## src/rtl/memaccess_ctrl.sv

```systemverilog
`timescale 1ns/1ps
// Memory-access stage controller: sequences LD/ST/LDI/STI over the data-memory bus
// and returns loaded words on memout with a one-cycle resp_valid pulse.
module memaccess_ctrl #(
  parameter int ADDR_W   = 16,
  parameter int DATA_W   = 16,
  parameter int READ_LAT = 1    // legal range 1..7
) (
  input  logic              clock,
  input  logic              reset,
  input  logic              flush,
  input  logic              req_valid,
  output logic              req_ready,
  input  logic [1:0]        req_op,
  input  logic [ADDR_W-1:0] req_addr,
  input  logic [DATA_W-1:0] req_data,
  input  logic [DATA_W-1:0] DMem_dout,
  output logic [ADDR_W-1:0] DMem_addr,
  output logic [DATA_W-1:0] DMem_din,
  output logic              DMem_rd,
  output logic              DMem_we,
  output logic [DATA_W-1:0] memout,
  output logic              resp_valid,
  output logic [1:0]        resp_op
);

  typedef enum logic [2:0] {IDLE, RD_IND, RD_DATA, WR_DATA, DONE} state_e;

  localparam logic [1:0] OP_LD  = 2'b00;
  localparam logic [1:0] OP_ST  = 2'b01;
  localparam logic [1:0] OP_LDI = 2'b10;
  localparam logic [1:0] OP_STI = 2'b11;
  localparam logic [4:0] LAST_CNT = 5'(READ_LAT - 1);

  state_e            state_q, state_d;
  logic [4:0]        cnt_q, cnt_d;
  logic [1:0]        op_q, op_d;
  logic [DATA_W-1:0] data_q, data_d;
  logic [ADDR_W-1:0] dmem_addr_q, dmem_addr_d;
  logic [DATA_W-1:0] dmem_din_q, dmem_din_d;
  logic              dmem_rd_q, dmem_rd_d;
  logic              dmem_we_q, dmem_we_d;
  logic [DATA_W-1:0] memout_q, memout_d;
  logic              resp_valid_q, resp_valid_d;
  logic [1:0]        resp_op_q, resp_op_d;
  logic              req_ready_q, req_ready_d;
  logic              rd_last;

  assign rd_last = (cnt_q == LAST_CNT);

  // Outputs are computed for the next state so every strobe leaves a flop.
  always_comb begin
    state_d      = state_q;
    cnt_d        = cnt_q;
    op_d         = op_q;
    data_d       = data_q;
    dmem_addr_d  = dmem_addr_q;
    dmem_din_d   = dmem_din_q;
    dmem_rd_d    = 1'b0;
    dmem_we_d    = 1'b0;
    memout_d     = memout_q;
    resp_valid_d = 1'b0;
    resp_op_d    = resp_op_q;
    req_ready_d  = 1'b0;

    case (state_q)
      IDLE: begin
        if (req_valid && req_ready_q) begin
          op_d        = req_op;
          data_d      = req_data;
          dmem_addr_d = req_addr;
          cnt_d       = '0;
          case (req_op)
            OP_LD: begin
              state_d   = RD_DATA;
              dmem_rd_d = 1'b1;
            end
            OP_ST: begin
              state_d    = WR_DATA;
              dmem_we_d  = 1'b1;
              dmem_din_d = req_data;
            end
            OP_LDI, OP_STI: begin
              state_d   = RD_IND;
              dmem_rd_d = 1'b1;
            end
            default: state_d = IDLE;
          endcase
        end
      end
      RD_IND: begin
        if (rd_last) begin
          cnt_d       = '0;
          dmem_addr_d = ADDR_W'(DMem_dout);
          if (op_q == OP_LDI) begin
            state_d   = RD_DATA;
            dmem_rd_d = 1'b1;
          end else begin
            state_d    = WR_DATA;
            dmem_we_d  = 1'b1;
            dmem_din_d = data_q;
          end
        end else begin
          cnt_d     = cnt_q + 5'd1;
          dmem_rd_d = 1'b1;
        end
      end
      RD_DATA: begin
        if (rd_last) begin
          memout_d     = DMem_dout;
          state_d      = DONE;
          resp_valid_d = 1'b1;
          resp_op_d    = op_q;
        end else begin
          cnt_d     = cnt_q + 5'd1;
          dmem_rd_d = 1'b1;
        end
      end
      WR_DATA: begin
        state_d      = DONE;
        resp_valid_d = 1'b1;
        resp_op_d    = op_q;
      end
      DONE: state_d = IDLE;
      default: state_d = IDLE;
    endcase

    // Abort drops the request; a write already on the bus commits at this same edge.
    if (flush) begin
      state_d      = IDLE;
      cnt_d        = '0;
      op_d         = op_q;
      data_d       = data_q;
      dmem_addr_d  = dmem_addr_q;
      dmem_din_d   = dmem_din_q;
      dmem_rd_d    = 1'b0;
      dmem_we_d    = 1'b0;
      memout_d     = memout_q;
      resp_valid_d = 1'b0;
      resp_op_d    = resp_op_q;
    end

    req_ready_d = (state_d == IDLE);
  end

  always_ff @(posedge clock) begin
    if (!reset) begin
      state_q      <= IDLE;
      cnt_q        <= '0;
      op_q         <= '0;
      data_q       <= '0;
      dmem_addr_q  <= '0;
      dmem_din_q   <= '0;
      dmem_rd_q    <= 1'b0;
      dmem_we_q    <= 1'b0;
      memout_q     <= '0;
      resp_valid_q <= 1'b0;
      resp_op_q    <= '0;
      req_ready_q  <= 1'b1;
    end else begin
      state_q      <= state_d;
      cnt_q        <= cnt_d;
      op_q         <= op_d;
      data_q       <= data_d;
      dmem_addr_q  <= dmem_addr_d;
      dmem_din_q   <= dmem_din_d;
      dmem_rd_q    <= dmem_rd_d;
      dmem_we_q    <= dmem_we_d;
      memout_q     <= memout_d;
      resp_valid_q <= resp_valid_d;
      resp_op_q    <= resp_op_d;
      req_ready_q  <= req_ready_d;
    end
  end

  assign req_ready  = req_ready_q;
  assign DMem_addr  = dmem_addr_q;
  assign DMem_din   = dmem_din_q;
  assign DMem_rd    = dmem_rd_q;
  assign DMem_we    = dmem_we_q;
  assign memout     = memout_q;
  assign resp_valid = resp_valid_q;
  assign resp_op    = resp_op_q;

endmodule

```

## config.mk

```make
export PLATFORM = sky130hd
export DESIGN_NAME = memaccess_ctrl
export DESIGN_NICKNAME = d
export VERILOG_FILES = /design/src/rtl/memaccess_ctrl.sv
export SDC_FILE = /design/constraint.sdc
export NUM_CORES = 1
export LEC_CHECK = 0
export ABC_AREA = 0
export BUFFER_PORTS_ARGS = -buffer_cell sky130_fd_sc_hd__buf_2
export CORE_MARGIN = 1.5
export CORE_UTILIZATION = 46
export CTS_CLUSTER_SIZE = 30
export DETAILED_ROUTE_END_ITERATION = 8
export PLACE_DENSITY = 0.79
export RECOVER_POWER = 50
export SYNTH_ARGS = -nofsm -noshare
export SYNTH_HDL_FRONTEND = slang
export SYNTH_SLANG_ARGS = --single-unit
```

## constraint.sdc

```tcl
create_clock -name clock -period 2.2 [get_ports clock]
set_clock_uncertainty 0.2 [all_clocks]
set_input_delay 0.22 -clock clock [delete_from_list [all_inputs] [get_ports clock]]
set_output_delay 0.22 -clock clock [all_outputs]
set_load 0.01 [all_outputs]
```

=== Yosys cells after proc, flatten, opt, wreduce, memory -nomap -nowiden ===
Cells that the tools add are included.

* Multiplexer cells: 34
* Equality and inequality tests: 13
* Bitwise operators: 2
* Reductions and logical operators: 17
* Add/subtract/negate cells: 1

{| class="wikitable"
|+ Operators by type and width
! kind !! count
|-
| 16-bit 2-to-1 mux || 6
|-
| 16-bit one-hot mux with 2 select lines || 2
|-
| 5-bit 2-to-1 mux || 3
|-
| 5-bit one-hot mux with 3 select lines || 1
|-
| 3-bit 2-to-1 mux || 4
|-
| 3-bit one-hot mux with 4 select lines || 1
|-
| 3-bit AND reduction || 4
|-
| 1-bit 2-to-1 mux || 11
|-
| 2-bit != test (second input constant) || 5
|-
| 3-bit one-hot mux with 3 select lines || 1
|-
| 2-bit == test (second input constant) || 3
|-
| 3-bit by 2-bit == test with 1-bit output (second input constant) || 2
|-
| 3-bit logical NOT || 2
|-
| 6-bit AND reduction || 1
|-
| 5-bit by 1-bit adder with 5-bit output (second input constant) || 1
|-
| 5-bit logical NOT || 1
|-
| 1-bit one-hot mux with 2 select lines || 2
|-
| 2-bit one-hot mux with 2 select lines || 1
|-
| 4-bit AND reduction || 1
|-
| 2-bit nonzero test || 2
|-
| 2-bit OR reduction || 2
|-
| 3-bit by 1-bit == test with 1-bit output (second input constant) || 1
|-
| 1-bit one-hot mux with 3 select lines || 1
|-
| 3-bit nonzero test || 1
|-
| other kinds (7) || 8
|}

* Output and inout bits: 54
* Logic and storage cells: 79
* Input bits: 54
* Bits in registers: 80

=== Longest topological paths before layout ===
Gate-level depths: netlist of the first run.

* Depth after elaboration: 7
* Depth in mapped cells: 8
* Gate-level depth less buffers: 6

=== Least setup slack after synthesis of the first run ===
No wires, ideal clock.

* Path kind: flip-flop to flip-flop
* Start: reg cnt_q[0]
* End: reg dmem_din_q[4], in the netlist DMem_din[4]
* Cell stages (with the launch flop): 8
* Slack: 0.054 ns
* Arrival time: 1.828 ns
* Library setup time: 0.119 ns
* Clock period less this slack: 2.146 ns
* Cells stage by stage: dfxtp_1 > inv_1 > ha_1 > nor4b_4 > a2bb2oi_4 > a211o_1 > buf_2 > o221a_2

* Longest elaborated chain between the ends: 3

{| class="wikitable"
|+ Ends and longest elaborated chain
! element !! RTL line !! RTL
|-
| start, declared || 36 || <nowiki>logic [4:0] cnt_q, cnt_d;</nowiki>
|-
| start signal, assigned || 162 || <nowiki>cnt_q <= cnt_d;</nowiki>
|-
| 5-bit logical NOT || 49 || <nowiki>assign rd_last = (cnt_q == LAST_CNT);</nowiki>
|-
| 2-bit != test (no line) || - ||
|-
| 6-bit AND reduction (no line) || - ||
|-
| end signal, assigned || 166 || <nowiki>dmem_din_q <= dmem_din_d;</nowiki>
|-
| end, declared || 40 || <nowiki>logic [DATA_W-1:0] dmem_din_q, dmem_din_d;</nowiki>
|}

No other way between the ends.
A chain may end at the register's enable or synchronous reset.

=== Worst setup path after layout of the first run ===
* Start: reg state_q[2]
* End: reg dmem_addr_q[14], in the netlist DMem_addr[14]

* Longest elaborated chain between the ends: 3

{| class="wikitable"
|+ Ends and longest elaborated chain
! element !! RTL line !! RTL
|-
| start, declared || 35 || <nowiki>state_e state_q, state_d;</nowiki>
|-
| start signal, assigned || 161 || <nowiki>state_q <= state_d;</nowiki>
|-
| 3-bit by 1-bit == test with 1-bit output / 3-bit logical NOT (equally long branches) || 66 || <nowiki>case (state_q)</nowiki>
|-
| 2-bit != test (no line) / 2-bit nonzero test (equally long branches) || - ||
|-
| 4-bit AND reduction (no line) || - ||
|-
| end signal, assigned || 165 || <nowiki>dmem_addr_q <= dmem_addr_d;</nowiki>
|-
| end, declared || 39 || <nowiki>logic [ADDR_W-1:0] dmem_addr_q, dmem_addr_d;</nowiki>
|}

Several ways; a longest one is shown, not always the timed one.

==> impl_metrics.json, run 1 <==
{
  "dr_wl_met3_um": 562,
  "intPower_mw": 2.354,
  "grt_max_degree": 69,
  "drive_gt1_share_pct": 20.74,
  "vdd_drop_max_mv": 0.5539,
  "worst_r2r_startpoint": "state_q[2]",
  "fin_crit_sh_pct": 96.80,
  "dr_wl_met2_um": 4954,
  "post-synth-top-area-fraction_pct": 44.06,
  "yosysMostFrequentCell": "dfxtp_1",
  "seq_power_share_pct": 47.8,
  "antenna_found_initial": 0,
  "ant_nets": 0,
  "total_power_mw": 3.242,
  "ctsLongestPathBuffers": 2,
  "powerDensity_nw_per_um2": 666.7,
  "final_nets": 567,
  "reg2reg_depth": 6,
  "clkPwrFrac_pct": 34.9,
  "hold_depth": 4,
  "first_pass_iters": 4,
  "diodes": 0,
  "ys_ff_latch": 80,
  "fp.dieH_um": 91.89,
  "crit_type": "reg -> reg",
  "core_area_um2": 7687,
  "drcViolationCount": 0,
  "yosys-top-cells-area": "dfxtp_1 44%, mux2i_1 15%, nor2b_1 6.4%",
  "yosysWarningCount": 0,
  "min_path_type": "in -> reg",
  "placedCellCount": 564,
  "syn_area_um2": 3635,
  "crit_path_start_kind": "flip-flop",
  "cp.arrival_ns": 2.22,
  "clkLatencyLatePin_ns": 0.36,
  "yosys.area.top_type": "dfxtp_1",
  "maxCapViolations": 0,
  "syn_area_per_cell_um2": 9.771,
  "grt_usage_pct": 23.54,
  "overflow": 0,
  "cts_root_buf": "clkbuf_8",
  "ioPinCount": 108,
  "fmax_ghz": 0.4696,
  "power.switching_mw": 0.8884,
  "finalCriticalPeriod_ns": 2.130,
  "min_from": "req_addr[13]",
  "drt_iter0_markers": 173,
  "area_growth_pct": 33.80,
  "required_ns": 2.29,
  "cts.clk_slew.worst_paths_ns": 0.09,
  "rows": 32,
  "yosys_most_used_dff": "dfxtp_1",
  "wl_per_cell_um": 15.96,
  "port_buffers": 107,
  "top_layer_used": "met4",
  "grt_pass1_wl_um": 15640,
  "crit_fanout": 11,
  "setup_viol": 0,
  "r2r_end": "DMem_addr[14]",
  "dp_hpwl_um": 6221,
  "cts_sinks": 80,
  "syn-instance-count": 372,
  "holdWs_ns": 0.06030,
  "netlist_top_cells_count": "80 x dfxtp_1, 54 x mux2i_1, 39 x nor2_1, 37 x nor2b_1, 20 x a21oi_1",
  "hold_end": "DMem_addr[13]",
  "htreeDepth": 3,
  "status": "complete, no violations",
  "async_flop_share_pct": 0,
  "die_w_um": 91.89,
  "postRouteWirelength_um": 9865,
  "combinationalPowerShare_pct": 17.3,
  "viasPerCell": 5.320,
  "switching_share_pct": 27.40,
  "tightest_slew_ns": 0.5760,
  "synth-edff-count": 0,
  "relSlewSlack_pct": 61.60,
  "synth.distinct_cells": 43,
  "first_global_vias": 3407,
  "place_area_um2": 4303,
  "r2r_slack_ns": 0.07,
  "power_leakage_nw": 1.931,
  "slew_violations": 0,
  "critPathCaptureType": "flip-flop",
  "numCtsBuffers": 9,
  "gp_congestion": 0.8905,
  "die_area_um2": 8444,
  "start_util_pct": 47.28,
  "layoutNonFillerInstCount": 618,
  "synth_nets": 428,
  "synth-seq-area-share_pct": 44.06,
  "cts_tree": "built",
  "hold_viol_final": 0,
  "vias": 3288,
  "wl_met1_um": 4090,
  "fin_area_um2": 4863
}
==> kinds of logic (layout without fill, tap and decap cells) <==
kind of cell,after synthesis,in the layout,synth area share [%]
AOI/OAI and AO/OA,86,86,18.07
adders and majority gates,2,2,0.6884
buffers and inverters,34,178,4.372
DFF,80,80,44.06
muxes,54,54,14.87
and+or+nand+nor,116,116,17.93
==> timing repair <==
action,in CTS,in global routing
endpoints found under the hold margin,34,0
buffers inserted,0,2
gates resized for setup,1,7
gates cloned,0,2
pin swaps,0,1
hold buffers,34,0
endpoints found under the setup margin,1,19
==> power by group through the flow <==
stage	registers, mW	logic [mW]	clock network, mW
6_report	1.55	0.561	1.13
5_1_grt	1.56	0.610	1.21
4_1_cts	1.55	0.525	1.14
3_5_place_dp	1.58	0.476	0
3_3_place_gp	1.58	0.464	0
2_1_floorplan	1.59	0.279	0
==> critical path, stage by stage, from the launching register on <==
cell	delay, ns
dfxtp_1	0.42
or3_4	0.41
a2bb2oi_4	0.20
buf_12	0.17
clkbuf_16	0.14
or3_1	0.34
a21boi_1	0.17
==> flip-flops by register name (all words and copies together), names as in the netlist <==
register	count
DMem_addr	16
DMem_din	16
DMem_rd	1
DMem_we	1
cnt_q	5
data_q	16
memout	16
op_q	2
req_ready	1
resp_op	2
resp_valid	1
state_q	3
==> worst max-delay path by stage <==
stage / endpoint / from / depth (start not counted) / slack [ns]
after floorplan: DMem_din[4] / cnt_q[0] / 7 / 0.05
after global placement: DMem_din[14] / cnt_q[0] / 6 / 0.07
after detailed placement: DMem_rd / cnt_q[0] / 7 / 0.003
after CTS: DMem_din[14] / cnt_q[0] / 6 / 0.006
after global routing: DMem_addr[14] / cnt_q[0] / 8 / -0.02
final: DMem_addr[14] / state_q[2] / 6 / 0.07
==> per-layer routing <==
layer / track usage [%] / vias to the layer above
met5: 0 / -
met4: 10.51 / 0
met3: 6.633 / 26
met2: 41.23 / 105
met1: 26.41 / 1558
li1: - / 1599
==> cells in the final DEF, fill, tap and decap left out, drive strengths merged, types with 2 or more instances in the layout <==
cell type    count
a21boi          17
buf             69
clkinv           2
nor2            39
nor3b            2
inv              4
nand2            3
clkbuf          66
mux2i           54
a21oi           20
nor2b           37
o21a             3
o21ai           19
nor3             2
nor4b            3
or3             19
dlygate4sd3     34
a2111oi          2
o32a             2
a211oi           2
dfxtp           80
nand2b           4
ha               2
clkinvlp         2
o221a           16
==> per-stage QoR <==
stage | worst slack (ns) | util [%] | setup TNS (ns)
after global placement | 0.06529 | 55.97 | 0
after detailed placement | 0.003396 | 55.97 | 0
after CTS | 0.005638 | 63.09 | 0
after floorplan | 0.05380 | - | 0
after global routing | -0.01740 | 63.27 | -0.01740
final | 0.07046 | 63.27 | 0
==> cell type report <==
type	count	area, um2
clock buffers	10	137.6
clock inverters	6	67.56
fillers	673	2824
inverters	3	11.26
multi-input cells	258	1903
flip-flops and latches	80	1603
well taps	102	127.6
repair buffers	159	1013
No activity file was read; power rests on OpenSTA's default activity.
==> run 2: changes to the inputs <==
RECOVER_POWER = not set   (was 50)
==> run 2 against run 1 <==
  * Die area unchanged
  * Via count increased by 1.2%
  * First-iteration DRC count increased by 8.1%
  * Register-to-register slack about the same
  * Sequential power about the same
  * Sequential cell count unchanged
  * Sequential share of layout area decreased by 0.55 points
  * Critical endpoint unchanged
  * Largest power group unchanged
==> impl_metrics.json, run 2 (same netlist as run 1, synthesis figures left out) <==
{
  "die_w_um": 91.89,
  "fin_crit_sh_pct": 96.47,
  "relSlewSlack_pct": 62.05,
  "hold_depth": 4,
  "required_ns": 2.29,
  "core_area_um2": 7687,
  "dp_hpwl_um": 6221,
  "vias": 3328,
  "fin_area_um2": 4946,
  "total_power_mw": 3.256,
  "path_cells": "or3_4, a2bb2oi_4, buf_12, clkbuf_16, or3_1, a21boi_1",
  "area_growth_pct": 36.08,
  "cts_root_buf": "clkbuf_8",
  "grt_usage_pct": 23.54,
  "seq_power_share_pct": 47.5,
  "switching_share_pct": 27.22,
  "clkLatencyLatePin_ns": 0.36,
  "vdd_drop_max_mv": 0.5572,
  "fp.dieH_um": 91.89,
  "final_nets": 567,
  "holdWs_ns": 0.06486,
  "drive_gt1_share_pct": 31.20,
  "max_stage_delay_ns": 0.42,
  "ioPinCount": 108,
  "slowest_stage": "dfxtp_1",
  "start_util_pct": 47.28,
  "final_common_cell": "buf_2",
  "postRouteWirelength_um": 9898,
  "tightest_slew_ns": 0.5693,
  "setup_viol": 0,
  "htreeDepth": 3,
  "combinationalPowerShare_pct": 17.8,
  "first_pass_iters": 4,
  "worstPathBufferInverterCount": 2,
  "reg2reg_depth": 6,
  "cts_tree": "built",
  "grt_pass1_wl_um": 15640,
  "min_from": "req_addr[13]",
  "crit_fanout": 11,
  "status": "complete, no violations",
  "layout_common_cells": "107 x buf_2, 79 x dfxtp_1, 54 x mux2i_1, 39 x nor2_1, 37 x nor2b_1",
  "port_buffers": 107,
  "ant_nets": 0,
  "place_area_um2": 4303,
  "gp_congestion": 0.8905,
  "first_global_vias": 3407,
  "r2r_slack_ns": 0.08,
  "power.switching_mw": 0.8863,
  "powerDensity_nw_per_um2": 658.3,
  "diodes": 0,
  "min_path_type": "in -> reg",
  "power_leakage_nw": 2.161,
  "ctsLongestPathBuffers": 2,
  "viasPerCell": 5.385,
  "drcViolationCount": 0,
  "wl_per_cell_um": 16.02,
  "clkPwrFrac_pct": 34.7,
  "drt_iter0_markers": 187,
  "worst_r2r_startpoint": "state_q[2]",
  "cp.arrival_ns": 2.21,
  "antenna_found_initial": 0,
  "slew_violations": 0,
  "grt_max_degree": 69,
  "cts.clk_slew.worst_paths_ns": 0.09,
  "rows": 32,
  "cts_sinks": 80,
  "critPathTopFamily": "simple AND/OR/NAND/NOR gates",
  "maxCapViolations": 0,
  "die_area_um2": 8444,
  "intPower_mw": 2.370,
  "hold_viol_final": 0,
  "fmax_ghz": 0.4712,
  "r2r_end": "DMem_addr[14]",
  "crit_type": "reg -> reg",
  "hold_end": "DMem_addr[13]",
  "crit_path_start_kind": "flip-flop",
  "overflow": 0,
  "critPathCaptureType": "flip-flop",
  "numCtsBuffers": 9,
  "finalCriticalPeriod_ns": 2.122
}
[run 2: per-layer routing]
layer	GRT usage [%]	share of wire [%]	vias up	wire length, um
met5	0	0	-	0
li1	-	-	1597	-
met1	26.41	41	1577	4102
met2	41.23	50	120	4927
met4	10.51	2.9	0	284
met3	6.633	5.9	34	583
[run 2: worst max path at each step]
stage / start / end / slack (ns) / depth (start not counted)
2_1_floorplan: cnt_q[0] / DMem_din[4] / 0.05 / 7
3_3_place_gp: cnt_q[0] / DMem_din[14] / 0.07 / 6
3_5_place_dp: cnt_q[0] / DMem_rd / 0.003 / 7
4_1_cts: cnt_q[0] / DMem_din[14] / 0.006 / 6
5_1_grt: cnt_q[0] / DMem_addr[14] / -0.02 / 8
6_report: state_q[2] / DMem_addr[14] / 0.08 / 6
[run 2: metrics by stage]
stage / cells / util, % / setup WS (ns) / setup TNS, ns
finish: 618 / 64.34 / 0.07775 / 0
global placement: 564 / 55.97 / 0.06529 / 0
global route: 618 / 64.34 / -0.01740 / -0.01740
CTS: 614 / 63.09 / 0.005638 / 0
floorplan: 372 / - / 0.05380 / 0
detailed placement: 564 / 55.97 / 0.003396 / 0
[run 2: what timing repair did]
| action | in CTS | in global routing |
|---|---|---|
| gates cloned | 0 | 2 |
| endpoints found under the hold margin | 34 | 0 |
| endpoints found under the setup margin | 1 | 19 |
| setup buffers | 0 | 2 |
| pin swaps | 0 | 1 |
| hold buffers | 34 | 0 |
| gates resized for setup | 1 | 7 |
[run 2: area by class of cell]
| type | count | area (um2) |
|---|---|---|
| multi-input combinational | 258 | 1903 |
| clock buffer | 10 | 137.6 |
| timing repair buffer | 159 | 1096 |
| inverter | 3 | 11.26 |
| tap | 102 | 127.6 |
| clock inverter | 6 | 67.56 |
| sequential | 80 | 1603 |
| fill | 646 | 2741 |
[run 2: power groups by stage]
stage | logic [mW] | registers, mW | clock network [mW]
floorplan | 0.279 | 1.59 | 0
global placement | 0.464 | 1.58 | 0
detailed placement | 0.476 | 1.58 | 0
CTS | 0.525 | 1.55 | 1.14
global route | 0.626 | 1.56 | 1.21
finish | 0.578 | 1.55 | 1.13
[run 2: worst register-to-register path, delay by kind of cell (launching register included)]
family	cells	cell delay (ns)
simple gates	2	0.76
flops	1	0.42
buf+inv	2	0.31
compound gates	2	0.37
